**config.mk**
```make
export PLATFORM = sky130hd
export DESIGN_NAME = yarp_fetch_ctrl
export DESIGN_NICKNAME = d
export VERILOG_FILES = /design/src/rtl/yarp_pkg.sv /design/src/rtl/yarp_fetch_fifo.sv /design/src/rtl/yarp_fetch_ctrl.sv
export SDC_FILE = /design/constraint.sdc
export NUM_CORES = 1
export LEC_CHECK = 0
export ABC_CLOCK_PERIOD_IN_PS = 4800
export BUFFER_PORTS_ARGS = -buffer_cell sky130_fd_sc_hd__buf_2
export CAP_MARGIN = 10
export CORE_ASPECT_RATIO = 1.5
export CORE_MARGIN = 1.5
export CORE_UTILIZATION = 30
export DETAILED_ROUTE_END_ITERATION = 12
export RECOVER_POWER = 25
export SLEW_MARGIN = 20
export SYNTH_ARGS = -nofsm -noshare
export SYNTH_HDL_FRONTEND = slang
export SYNTH_SLANG_ARGS = --single-unit
```
**constraint.sdc**
```tcl
create_clock -name clk -period 4.8 [get_ports clk]
set_clock_uncertainty 0.1 [all_clocks]
set_input_delay 0.72 -clock clk [delete_from_list [all_inputs] [get_ports clk]]
set_output_delay 0.72 -clock clk [all_outputs]
set_load 0.1 [all_outputs]
```
**src/rtl/yarp_pkg.sv**
```systemverilog
// Shared types and constants for the YARP fetch front end.
package yarp_pkg;

  localparam logic [31:0] YARP_PC_INCR = 32'd4;

  typedef struct packed {
    logic [31:0] pc;
    logic [31:0] instr;
  } fetch_entry_t;

endpackage

```
**src/rtl/yarp_fetch_fifo.sv**
```systemverilog
// Response buffer between instruction memory and decode.
// Ports: push/wdata write the tail, pop retires the head (rdata),
// flush empties the buffer and takes priority over push and pop;
// empty/full/count report occupancy.
module yarp_fetch_fifo
  import yarp_pkg::*;
#(
  parameter  int unsigned DEPTH = 2,
  localparam int unsigned AW    = $clog2(DEPTH),
  localparam int unsigned CW    = AW + 1
) (
  input  logic          clk,
  input  logic          reset,
  input  logic          push,
  input  logic          pop,
  input  logic          flush,
  input  fetch_entry_t  wdata,
  output fetch_entry_t  rdata,
  output logic          empty,
  output logic          full,
  output logic [CW-1:0] count
);

  fetch_entry_t  mem_q [DEPTH];
  logic [AW-1:0] wr_ptr_q, wr_ptr_d;
  logic [AW-1:0] rd_ptr_q, rd_ptr_d;
  logic [CW-1:0] count_q, count_d;
  logic          do_push;
  logic          do_pop;

  always_comb begin
    do_push  = push && !flush;
    do_pop   = pop && !flush && (count_q != '0);
    wr_ptr_d = wr_ptr_q;
    rd_ptr_d = rd_ptr_q;
    count_d  = count_q;
    if (flush) begin
      wr_ptr_d = '0;
      rd_ptr_d = '0;
      count_d  = '0;
    end else begin
      if (do_push) wr_ptr_d = wr_ptr_q + AW'(1);
      if (do_pop)  rd_ptr_d = rd_ptr_q + AW'(1);
      count_d = count_q + CW'(do_push) - CW'(do_pop);
    end
  end

  always_ff @(posedge clk) begin
    if (reset) begin
      wr_ptr_q <= '0;
      rd_ptr_q <= '0;
      count_q  <= '0;
    end else begin
      wr_ptr_q <= wr_ptr_d;
      rd_ptr_q <= rd_ptr_d;
      count_q  <= count_d;
    end
  end

  always_ff @(posedge clk) begin
    if (do_push) mem_q[wr_ptr_q] <= wdata;
  end

  assign rdata = mem_q[rd_ptr_q];
  assign empty = (count_q == '0);
  assign full  = (count_q == CW'(DEPTH));
  assign count = count_q;

endmodule

```
**src/rtl/yarp_fetch_ctrl.sv**
```systemverilog
// YARP instruction-fetch front end: owns the PC, issues credit-limited
// in-order requests to imem, drops responses made stale by a redirect,
// and presents {pc, instr} to decode over valid/ready.
// Ports: redirect_i/redirect_pc_i from execute; imem_req_o/imem_addr_o/
// imem_gnt_i request channel; imem_rvalid_i/imem_rdata_i response channel;
// instr_valid_o/instr_o/instr_pc_o/instr_ready_i to decode; misalign_o.
// Build option: YARP_FETCH_MISALIGN_CHK_EN halts fetch on a misaligned
// redirect and raises a sticky misalign_o; otherwise targets are word-aligned.
module yarp_fetch_ctrl
  import yarp_pkg::*;
#(
  parameter logic [31:0] RESET_PC   = 32'h0000_0000,
  parameter int unsigned FIFO_DEPTH = 2
) (
  input  logic        clk,
  input  logic        reset,
  input  logic        redirect_i,
  input  logic [31:0] redirect_pc_i,
  output logic        imem_req_o,
  output logic [31:0] imem_addr_o,
  input  logic        imem_gnt_i,
  input  logic        imem_rvalid_i,
  input  logic [31:0] imem_rdata_i,
  output logic        instr_valid_o,
  output logic [31:0] instr_o,
  output logic [31:0] instr_pc_o,
  input  logic        instr_ready_i,
  output logic        misalign_o
);

  localparam int unsigned CW = $clog2(FIFO_DEPTH) + 1;
  localparam logic [CW:0] DEPTH_C = (CW + 1)'(FIFO_DEPTH);

  logic [31:0]  pc_q, pc_d;
  logic [31:0]  resp_pc_q, resp_pc_d;
  logic [CW-1:0] outst_q, outst_d;
  logic [CW-1:0] drop_cnt_q, drop_cnt_d;
  logic         halted_q, halted_d;

  logic [CW-1:0] outst_next;
  logic [CW:0]   occupancy;
  logic [31:0]   target;
  logic          grant;
  logic          fifo_push, fifo_pop, fifo_empty, fifo_full;
  logic [CW-1:0] fifo_count;
  fetch_entry_t  fifo_wdata, fifo_head;

  always_comb begin
    occupancy  = {1'b0, outst_q} + {1'b0, fifo_count};
    imem_req_o = !reset && !redirect_i && (occupancy < DEPTH_C) && !halted_q;
    grant      = imem_req_o && imem_gnt_i;
    outst_next = outst_q + CW'(grant) - CW'(imem_rvalid_i);

`ifdef YARP_FETCH_MISALIGN_CHK_EN
    target   = redirect_pc_i;
    halted_d = halted_q || (redirect_i && (redirect_pc_i[1:0] != 2'b00));
`else
    target   = redirect_pc_i & 32'hFFFF_FFFC;
    halted_d = 1'b0;
`endif

    fifo_pop   = instr_valid_o && instr_ready_i && !redirect_i;
    fifo_push  = imem_rvalid_i && (drop_cnt_q == '0) && !redirect_i &&
                 (!fifo_full || fifo_pop);
    fifo_wdata = '{pc: resp_pc_q, instr: imem_rdata_i};

    pc_d       = pc_q;
    resp_pc_d  = resp_pc_q;
    drop_cnt_d = drop_cnt_q;
    outst_d    = outst_next;

    if (redirect_i) begin
      pc_d      = target;
      resp_pc_d = target;
      // Every request still in flight after this cycle belongs to the old
      // stream; outst_next already includes any pending drops, so it is the
      // new drop count (keeps drop_cnt <= outst across back-to-back redirects).
      drop_cnt_d = outst_next;
    end else begin
      if (grant)     pc_d      = pc_q + YARP_PC_INCR;
      if (fifo_push) resp_pc_d = resp_pc_q + YARP_PC_INCR;
      if (imem_rvalid_i && (drop_cnt_q != '0)) drop_cnt_d = drop_cnt_q - CW'(1);
    end
  end

  always_ff @(posedge clk) begin
    if (reset) begin
      pc_q       <= RESET_PC;
      resp_pc_q  <= RESET_PC;
      outst_q    <= '0;
      drop_cnt_q <= '0;
      halted_q   <= 1'b0;
    end else begin
      pc_q       <= pc_d;
      resp_pc_q  <= resp_pc_d;
      outst_q    <= outst_d;
      drop_cnt_q <= drop_cnt_d;
      halted_q   <= halted_d;
    end
  end

  yarp_fetch_fifo #(
    .DEPTH (FIFO_DEPTH)
  ) u_fifo (
    .clk   (clk),
    .reset (reset),
    .push  (fifo_push),
    .pop   (fifo_pop),
    .flush (redirect_i),
    .wdata (fifo_wdata),
    .rdata (fifo_head),
    .empty (fifo_empty),
    .full  (fifo_full),
    .count (fifo_count)
  );

  assign imem_addr_o   = pc_q;
  assign instr_valid_o = !fifo_empty;
  assign instr_o       = fifo_empty ? '0 : fifo_head.instr;
  assign instr_pc_o    = fifo_empty ? '0 : fifo_head.pc;
  assign misalign_o    = halted_q;

endmodule

```
==> flow_metrics.env <==
export IMPL_synthArstFlopShare_pct=0
export IMPL_ff_latch_area_um2=5110
export IMPL_holdCritPathClass="flip-flop to flip-flop"
export IMPL_status="completed"
export IMPL_yosysUniqueCellTypes=53
export IMPL_place_congestion=0.824
export IMPL_cts_root_buf="clkbuf_16"
export IMPL_setup_tns_final_ps=0
export IMPL_drt_wl_total_mm=20.5
export IMPL_fin_crit_sh_pct=67.1
export IMPL_area_growth_pct=20.1
export IMPL_syn_avg_cell_area_um2=11.6
export IMPL_drtIter0Drc=251
export IMPL_clock_sinks=193
export IMPL_p_leak_nw=3.69
export IMPL_grt_max_degree=63
export IMPL_synth_ff_latch_count=193
export IMPL_vias_per_cell=4.76
export IMPL_ir_drop_mv=0.240
export IMPL_synthTopCellsByCount="edfxtp_1, nor2_1, dfxtp_1"
export IMPL_antennaDiodeCount=0
export IMPL_wl_per_cell_um=16.4
export IMPL_cts_tree="built"
export IMPL_ctsResizeCount=0
export IMPL_critPathCaptureType="primary output"
export IMPL_slew_headroom_pct=35.4
export IMPL_ios=169
export IMPL_cp_start_kind="flip-flop"
export IMPL_hpwl_mm=14.4
export IMPL_rows=75
export IMPL_seq_area_frac_synth_pct=60.0
export IMPL_cts_buffers=17
export IMPL_grt_setup_unrepaired="false"
export IMPL_grt_pass1_wl_mm=31.7
export IMPL_crit_fanout=34
export IMPL_post_route_util_pct=36.5
export IMPL_drv_cap=0
export IMPL_netlist_instances=735
export IMPL_nFillCells=2867
export IMPL_grt_usage_pct=14.2
export IMPL_antenna_found_initial=0
export IMPL_multi_input_area_um2=3140
export IMPL_critPathArrivalTime_ps=2400
export IMPL_antenna_left=0
export IMPL_die_area_um2=29400
export IMPL_clockBufferDepth=2
export IMPL_worst_pin_slew_ps=966
export IMPL_route_detailed_drc=0
export IMPL_core_um2=28000
export IMPL_cts_max_level=4
export IMPL_globalRouteOverflowTotal=0
export IMPL_synth_flop_cell="edfxtp_1"
export IMPL_final_max_slew_viol_count=0
export IMPL_start_util_pct=30.4
export IMPL_nets=965
export IMPL_yosysTopAreaCell="edfxtp_1"
export IMPL_synth_edff_count=124
export IMPL_fmax_ghz=0.310
export IMPL_period_minus_slack_ps=3220
export IMPL_met2_usage_pct=25.3
export IMPL_grt_most_used_layer="met2"
export IMPL_hold_viol_final=0
export IMPL_yosys_area_top_type_share_pct=43.8
export IMPL_firstDrtPassIters=4
export IMPL_critPathKind="flip-flop to primary output"
export IMPL_synthTopCellsByArea="edfxtp_1, dfxtp_1, mux2i_1"
export IMPL_p_per_area_nw_per_um2=381
export IMPL_finalSetupViolCount=0
export IMPL_portBuffers=161
export IMPL_synth_most_common_cell="edfxtp_1"
export IMPL_worstPathRequired_ps=3980
export IMPL_met3_usage_pct=3.92
export IMPL_die_x_um=140
export IMPL_cts_hold_fix_buffers=0
export IMPL_synth_warnings=0
export IMPL_cts_setup_buffers=0
export IMPL_die_h_um=209
export IMPL_vias=5936
export IMPL_clkLatencyLatePin_ps=440
export IMPL_grt_pass1_vias=5824
export IMPL_use_met1_pct=15.5
export IMPL_drive_gt1_share_pct=21.2
export IMPL_syn_cell_area_um2=8500
export IMPL_clkTransAtPathRegs_ps=70
==> metal layers <==
layer | vias up | routed length, um
met5 | - | 0
met4 | 0 | 522
met3 | 25 | 992
met2 | 147 | 10800
met1 | 2803 | 8180
li1 | 2961 | -
==> critical path: stages, from the launching register on <==
cell and delay (ps):
dfxtp_1 360, nor2_4 670, buf_4 460, nor2_1 120
buf_2 310
==> where the power goes <==
group	internal [mW]	switching [mW]
Combinational	0.143	0.517
Clock	0.668	0.620
Sequential	1.87	0.0712
==> sequential cells by signal, summed over array words and instances, names as in the netlist, named ones only <==
register / flops
u_fifo.rd_ptr_q: 1
imem_addr_o: 30
u_fifo.mem_q: 124
drop_cnt_q: 2
outst_q: 2
resp_pc_q: 30
u_fifo.wr_ptr_q: 1
u_fifo.count: 2
==> worst paths after layout <==
path,from,end,slack (ps),depth (start not counted)
setup / recovery,u_fifo.count[0]$_SDFF_PP0_,instr_pc_o[18],1580,4
hold / removal,resp_pc_q[20]$_SDFFE_PP0P_,u_fifo.mem_q[0][52]$_DFFE_PP_,370,0
setup reg to reg,u_fifo.count[0]$_SDFF_PP0_,imem_addr_o[15]$_SDFFE_PP0P_,1800,7
hold reg to reg,resp_pc_q[20]$_SDFFE_PP0P_,u_fifo.mem_q[0][52]$_DFFE_PP_,370,0
==> cell usage in the layout, fill, tap and decap left out, types with 10 or more instances in the layout <==
cell type,instances
edfxtp_1,124
mux2i_1,63
nand2_1,31
buf_2,145
nand3_1,24
xnor2_1,29
clkbuf_16,17
nor4_1,10
nor3_1,20
a21boi_0,31
o22ai_1,11
nor2_1,86
a21oi_1,27
dfxtp_1,68
xor2_1,29
clkbuf_1,17
inv_1,32
nand4_1,23
==> layout make-up <==
type / count / share of cell area [%]
flip-flops and latches: 193 / 50.0
multi-input cells: 473 / 30.8
clock inverters: 14 / 1.03
repair buffers: 170 / 8.55
clock buffers: 18 / 4.20
well taps: 346 / 4.24
inverters: 32 / 1.18
==> kinds of logic (layout without fill, tap and decap cells) <==
logic type,count (synthesis),after routing,share of synthesized area (%)
AOI/OAI and AO/OA,102,102,7.96
xor gates and xnor gates,58,58,5.97
adders and majority gates,8,8,1.27
buffers and inverters,73,234,3.46
DFF,193,193,60.0
muxes,63,63,7.41
other,1,5,0.0441
and+or+nand+nor,237,237,13.9
==> metrics by stage <==
stage	hold WS [ps]	instances	cell area, um2	power, mW	worst slack (ps)
5_1_grt	347	1246	10200	4.05	1390
3_5_place_dp	355	1213	9670	2.65	1680
2_1_floorplan	326	739	8530	2.49	305
4_1_cts	340	1245	10200	3.94	1410
3_3_place_gp	339	1213	9670	2.64	1710
6_report	367	1246	10200	3.89	1580
No activity file was read; power rests on OpenSTA's default activity.
